--- config.mk ---
export PLATFORM = sky130hd
export DESIGN_NAME = cdb_arbiter
export DESIGN_NICKNAME = d
export VERILOG_FILES = /design/src/rtl/cdb_arbiter.sv
export SDC_FILE = /design/constraint.sdc
export NUM_CORES = 1
export LEC_CHECK = 0
export BUFFER_PORTS_ARGS = -buffer_cell sky130_fd_sc_hd__buf_2
export CAP_MARGIN = 15
export CELL_PAD_IN_SITES_DETAIL_PLACEMENT = 1
export CELL_PAD_IN_SITES_GLOBAL_PLACEMENT = 2
export CORE_UTILIZATION = 40
export CTS_CLUSTER_DIAMETER = 150
export DETAILED_ROUTE_END_ITERATION = 10
export HOLD_SLACK_MARGIN = 0.08
export PLACE_DENSITY_LB_ADDON = 0.1
export SLEW_MARGIN = 10
export SYNTH_ARGS = -nofsm -noshare
export SYNTH_HDL_FRONTEND = slang
export SYNTH_SLANG_ARGS = --single-unit
--- constraint.sdc ---
create_clock -name clk_in -period 6.2 [get_ports clk_in]
set_clock_uncertainty 0.1 [all_clocks]
set_input_delay 0.31 -clock clk_in [delete_from_list [all_inputs] [get_ports clk_in]]
set_output_delay 0.31 -clock clk_in [all_outputs]
set_load 0.01 [all_outputs]
--- src/rtl/cdb_arbiter.sv ---
// Common data bus arbiter: per-source result FIFOs feeding one registered broadcast per cycle.
// Latency: an uncontested accept in cycle t is broadcast in cycle t+1; each lost arbitration adds a cycle.
// Backpressure: src_ready[i] is !full[i] from registered state only; rdy_in=0 freezes everything.
//
// Ports: clk_in/rst_in (sync, active-high), rdy_in (pause), flush (drop everything pending),
//        src_valid/src_ready/src_rob_id/src_value (packed per source, source i at [i*W +: W]),
//        cdb_valid/cdb_rob_id/cdb_value/cdb_src (registered broadcast).
// Build option: define CDB_FIXED_PRIO_EN for fixed priority (lowest index wins) instead of round-robin.

`ifndef ROB_WIDTH_BIT
`define ROB_WIDTH_BIT 4
`endif

// Generic circular FIFO with occupancy count.
// Latency: a push is visible at the head on the following cycle.
// Backpressure: caller must not push when full; en=0 holds all state, clr empties it.
module cdb_fifo #(
    parameter int W  = 8,
    parameter int AW = 2
) (
    input  logic         clk_in,
    input  logic         rst_in,
    input  logic         en,
    input  logic         clr,
    input  logic         push,
    input  logic [W-1:0] push_dat,
    input  logic         pop,
    output logic [W-1:0] head_dat,
    output logic         empty,
    output logic         full
);
    localparam int DEPTH = 1 << AW;

    logic [W-1:0]  mem [DEPTH];
    logic [AW-1:0] wr_ptr;
    logic [AW-1:0] rd_ptr;
    logic [AW:0]   count;   // one extra bit so full and empty are distinguishable

    always_ff @(posedge clk_in) begin
        if (rst_in) begin
            wr_ptr <= '0;
            rd_ptr <= '0;
            count  <= '0;
        end else if (en) begin
            if (clr) begin
                wr_ptr <= '0;
                rd_ptr <= '0;
                count  <= '0;
            end else begin
                if (push) wr_ptr <= wr_ptr + 1'b1;
                if (pop)  rd_ptr <= rd_ptr + 1'b1;
                if (push && !pop)      count <= count + 1'b1;
                else if (!push && pop) count <= count - 1'b1;
            end
        end
    end

    // Storage needs no reset; occupancy alone decides what is valid.
    always_ff @(posedge clk_in) begin
        if (!rst_in && en && !clr && push) mem[wr_ptr] <= push_dat;
    end

    assign head_dat = mem[rd_ptr];
    assign empty    = (count == '0);
    assign full     = (count == (AW+1)'(DEPTH));
endmodule

module cdb_arbiter #(
    parameter int NUM_SRC       = 3,
    parameter int FIFO_SIZE_BIT = 2,
    parameter int ROB_ID_BIT    = `ROB_WIDTH_BIT
) (
    input  logic                          clk_in,
    input  logic                          rst_in,
    input  logic                          rdy_in,
    input  logic                          flush,
    input  logic [NUM_SRC-1:0]            src_valid,
    output logic [NUM_SRC-1:0]            src_ready,
    input  logic [NUM_SRC*ROB_ID_BIT-1:0] src_rob_id,
    input  logic [NUM_SRC*32-1:0]         src_value,
    output logic                          cdb_valid,
    output logic [ROB_ID_BIT-1:0]         cdb_rob_id,
    output logic [31:0]                   cdb_value,
    output logic [$clog2(NUM_SRC)-1:0]    cdb_src
);
    localparam int SW = $clog2(NUM_SRC);
    localparam int W  = ROB_ID_BIT + 32;   // {tag, value}

    logic [NUM_SRC-1:0] full;
    logic [NUM_SRC-1:0] empty;
    logic [NUM_SRC-1:0] accept;
    logic [NUM_SRC-1:0] cand_vld;
    logic [NUM_SRC-1:0] grant_oh;
    logic [NUM_SRC-1:0] push;
    logic [NUM_SRC-1:0] pop;
    logic [W-1:0]       inc_dat  [NUM_SRC];
    logic [W-1:0]       head_dat [NUM_SRC];
    logic [W-1:0]       cand_dat [NUM_SRC];

    logic               grant_vld;
    logic [SW-1:0]      grant_idx;
    logic [W-1:0]       win_dat;

    assign src_ready = ~full;

    for (genvar gi = 0; gi < NUM_SRC; gi++) begin : g_src
        assign inc_dat[gi]  = {src_rob_id[gi*ROB_ID_BIT +: ROB_ID_BIT], src_value[gi*32 +: 32]};
        assign accept[gi]   = src_valid[gi] & ~full[gi];
        // Queued head always goes first so a new result cannot overtake older ones.
        assign cand_vld[gi] = ~empty[gi] | accept[gi];
        assign cand_dat[gi] = empty[gi] ? inc_dat[gi] : head_dat[gi];
        assign grant_oh[gi] = grant_vld && (grant_idx == SW'(gi));
        // A result granted straight from the input never enters the FIFO.
        assign push[gi]     = accept[gi] & ~(grant_oh[gi] & empty[gi]);
        assign pop[gi]      = grant_oh[gi] & ~empty[gi];

        cdb_fifo #(.W(W), .AW(FIFO_SIZE_BIT)) u_fifo (
            .clk_in   (clk_in),
            .rst_in   (rst_in),
            .en       (rdy_in),
            .clr      (flush),
            .push     (push[gi]),
            .push_dat (inc_dat[gi]),
            .pop      (pop[gi]),
            .head_dat (head_dat[gi]),
            .empty    (empty[gi]),
            .full     (full[gi])
        );
    end

`ifdef CDB_FIXED_PRIO_EN
    always_comb begin
        grant_vld = 1'b0;
        grant_idx = '0;
        for (int k = 0; k < NUM_SRC; k++) begin
            if (!grant_vld && cand_vld[k]) begin
                grant_vld = 1'b1;
                grant_idx = SW'(k);
            end
        end
    end
`else
    logic [SW-1:0] rr_ptr;
    int unsigned   scan_idx;

    // Search upward from rr_ptr, wrapping at NUM_SRC.
    always_comb begin
        grant_vld = 1'b0;
        grant_idx = '0;
        scan_idx  = 0;
        for (int k = 0; k < NUM_SRC; k++) begin
            scan_idx = (int'(rr_ptr) + k) % NUM_SRC;
            if (!grant_vld && cand_vld[scan_idx]) begin
                grant_vld = 1'b1;
                grant_idx = SW'(scan_idx);
            end
        end
    end

    always_ff @(posedge clk_in) begin
        if (rst_in) begin
            rr_ptr <= '0;
        end else if (rdy_in) begin
            if (flush)
                rr_ptr <= '0;
            else if (grant_vld)
                rr_ptr <= (grant_idx == SW'(NUM_SRC-1)) ? '0 : grant_idx + 1'b1;
        end
    end
`endif

    assign win_dat = cand_dat[grant_idx];

    // Tag and value hold across idle cycles; only cdb_valid drops.
    always_ff @(posedge clk_in) begin
        if (rst_in) begin
            cdb_valid  <= 1'b0;
            cdb_rob_id <= '0;
            cdb_value  <= '0;
            cdb_src    <= '0;
        end else if (rdy_in) begin
            if (flush) begin
                cdb_valid <= 1'b0;
            end else begin
                cdb_valid <= grant_vld;
                if (grant_vld) begin
                    cdb_rob_id <= win_dat[32 +: ROB_ID_BIT];
                    cdb_value  <= win_dat[31:0];
                    cdb_src    <= grant_idx;
                end
            end
        end
    end
endmodule

==> results_dict.tcl <==
set metrics [dict create \
    seq_area_mm2 0.0143 \
    worstSkewPairLatency_ns 0.60 \
    fillers 4908 \
    die_y_um 229 \
    ant_nets 0 \
    rsz0062_at_grt "false" \
    synthesis.nets 1437 \
    worstHoldPathCells 3 \
    globalplace.congestion 0.800 \
    first_pass_iters 5 \
    ys_seq_elements 500 \
    drc_errors 0 \
    routed_via_density 5.45 \
    die_w_um 229 \
    ios 157 \
    fin_setup_tns_ns 0 \
    grt_pass1_wl_mm 86.7 \
    r2r_start "rr_ptr[0]$_SDFFE_PP0P_" \
    synth_area_mm2 0.0206 \
    groute.usage.overall 0.224 \
    instances_no_fill 2283 \
    grt_max_degree 75 \
    placed_area_mm2 0.0221 \
    clockBufferDepth 3 \
    core_area_mm2 0.0506 \
    hold_slack_ns 0.121 \
    io_buffers 156 \
    multiInputGateArea_mm2 0.00588 \
    final-max-slew-violation-count 0 \
    synth_edf_count 432 \
    ys.flop_type "edfxtp_1" \
    end_kind "flip-flop" \
    p_per_area_mw_per_mm2 304 \
    max_freq_mhz 270 \
    critical_path_class "reg2reg" \
    synth_top_area_share 0.628 \
    synth.distinct_cells 61 \
    layout_commonest_cell "edfxtp_1" \
    crit_arrival_ns 3.83 \
    clockRootBuffer "clkbuf_16" \
    slowest_stage "and3_2" \
    synth_cells 1305 \
    drt-wirelength-per-cell_um 25.4 \
    outcome "finished clean" \
    synth.top_cells.by_area "edfxtp_1 (63%), mux4_2 (12%), dfxtp_1 (6.6%), a21oi_1 (3.9%), nand2_1 (3.0%)" \
    synth_area_leader_cell "edfxtp_1" \
    slew_headroom 0.265 \
    min_path_type "in2reg" \
    hold_path_startpoint "rst_in" \
    crit_path_max_incr_delay_ns 1.03 \
    cts-resized-gates 0 \
    cp_cell_sequence "inv_1, ha_1, nand2_1, a221o_1, o21ai_0, and3_2" \
    setup_violations 0 \
    nNetsFinal 1697 \
    clkSinkCount 500 \
    ff2ff_setup_slack_ns 2.49 \
    period_share 0.598 \
    post-route-util 0.493 \
    worst_ir_drop_vdd_mv 0.202 \
    period_needed_ns 3.71 \
    ys_seq_area_frac 0.694 \
    syn_to_final_growth_pct 20.9 \
    crit_path_max_fanout 36 \
    synth_area_per_cell_um2 15.8 \
    drt_wl_total_mm 58.0 \
    clk_pin_slew_ns 0.06 \
    grt-ovfl-total 0 \
    antenna_found_initial 2 \
    whs_endpoint "g_src[2].u_fifo.wr_ptr[0]$_SDFFE_PP0P_" \
    mostFrequentLayoutCells "edfxtp_1 (432), nand2_1 (166), a21oi_1 (160)" \
    cts_tree "done" \
    p_leak_nw 8.33 \
    start_util 0.408 \
    place_hpwl_mm 35.9 \
    yosysWarnings 0 \
    rr_endpoint "g_src[2].u_fifo.mem[0][1]$_DFFE_PP_" \
    drive_above_1_share 0.247 \
    drtIter0Drc 897 \
    postSynth.asyncResetShare 0 \
    crit_required_ns 6.32 \
    critPathLaunchType "flip-flop" \
    grt_pass1_vias 13182 \
    r2r_cells 6 \
    num_vias 12448 \
    die-area_mm2 0.0525 \
    drv_cap 0 \
    htree_levels 2 \
    dp_cells 2072 \
    worst_pin_slew_ns 1.10 \
    finalInstanceArea_mm2 0.0249 \
    finalHoldViolations 0 \
    cts_buffers 54 \
    num_rows 82 \
]
==> layout make-up <==
class                           count  share of cell area
Antenna cell                        2            0.000201
Clock inverter                     24             0.00943
Inverter                           21             0.00316
Tap cell                          672              0.0337
Multi-Input combinational cell    698               0.236
Sequential cell                   500               0.575
Clock buffer                       76              0.0604
Timing Repair Buffer              290              0.0826
==> how the worst max path moves through the flow <==
stage / end / slack [ns] / startpoint / cells past startpoint
finish: g_src[2].u_fifo.mem[0][1]$_DFFE_PP_ / 2.49 / rr_ptr[0]$_SDFFE_PP0P_ / 6
detailed placement: g_src[2].u_fifo.mem[2][0]$_DFFE_PP_ / 2.47 / rr_ptr[0]$_SDFFE_PP0P_ / 6
floorplan: g_src[1].u_fifo.mem[0][0]$_DFFE_PP_ / 2.90 / rr_ptr[0]$_SDFFE_PP0P_ / 7
CTS: g_src[2].u_fifo.mem[2][2]$_DFFE_PP_ / 2.44 / rr_ptr[0]$_SDFFE_PP0P_ / 6
global placement: g_src[2].u_fifo.mem[3][1]$_DFFE_PP_ / 2.49 / rr_ptr[0]$_SDFFE_PP0P_ / 6
global route: g_src[1].u_fifo.mem[1][33]$_DFFE_PP_ / 2.16 / rr_ptr[0]$_SDFFE_PP0P_ / 8
==> stage by stage <==
stage | setup WS (ns) | total power [mW]
after global routing | 2.16 | 7.84
after floorplan | 2.90 | 4.12
after detailed placement | 2.47 | 4.44
after global placement | 2.49 | 4.43
after CTS | 2.44 | 7.68
final | 2.49 | 7.58
==> synthesized netlist by cell type, types with 3 or more instances <==
library cell  instances
fa_1                  3
a31oi_1               8
ha_1                 14
nand4_1               3
nor2_1               18
buf_2                20
and2_1                7
inv_1                20
a32o_1                4
o2bb2ai_1             3
nand3_1               6
mux4_2              108
dfxtp_1              68
edfxtp_1            432
a21oi_1             160
a32oi_1               3
clkbuf_1             54
mux2i_1              38
or3_1                 5
buf_1                 7
nand2_1             166
and3_1               12
or4_1                 3
nor3_1               47
o21ai_0              46
nor4_4                3
buf_4                 3
==> report_power, final <==
group	total [mW]	internal, mW	switching, mW
registers	3.72	3.70	0.0271
logic	0.695	0.233	0.462
clock network	3.17	1.86	1.31
total	7.58	5.78	1.80
==> routing by layer <==
layer / vias up / GRT usage / share of wire
met3: 67 / 0.0449 / 0.059
li1: 5630 / - / -
met1: 6435 / 0.315 / 0.44
met2: 316 / 0.356 / 0.48
met4: 0 / 0.0577 / 0.021
met5: - / 0 / 0
==> what timing repair did <==
action | 4_1_cts | 5_1_grt
hold buffers | 109 | 0
buffers inserted | 0 | 0
hold endpoints to repair | 441 | 0
==> cell families after synthesis <==
kind of cell,Yosys count,synth area share
simple gates,281,0.0633
compound gates,253,0.0721
fa+ha+maj,17,0.0114
flops,500,0.694
mux,147,0.137
buf+inv,107,0.0219
==> flip-flops by register name, summed over array words and instances, names as in the netlist, 2 cells and up, named ones only <==
name,flops
cdb_value,32
rr_ptr,2
cdb_src,2
g_src.u_fifo.count,9
g_src.u_fifo.mem,432
cdb_rob_id,4
g_src.u_fifo.rd_ptr,6
g_src.u_fifo.wr_ptr,6
==> critical path, delay by kind of cell (launching register included) <==
family | cells | cell delay, ns
buffers and inverters | 1 | 0.05
adder cells (fa/ha/maj) | 1 | 0.57
AO/OA/AOI/OAI | 2 | 1.06
AND/OR/NAND/NOR | 2 | 1.17
flip-flops | 1 | 0.34
Power figures use the tool's default switching activity.
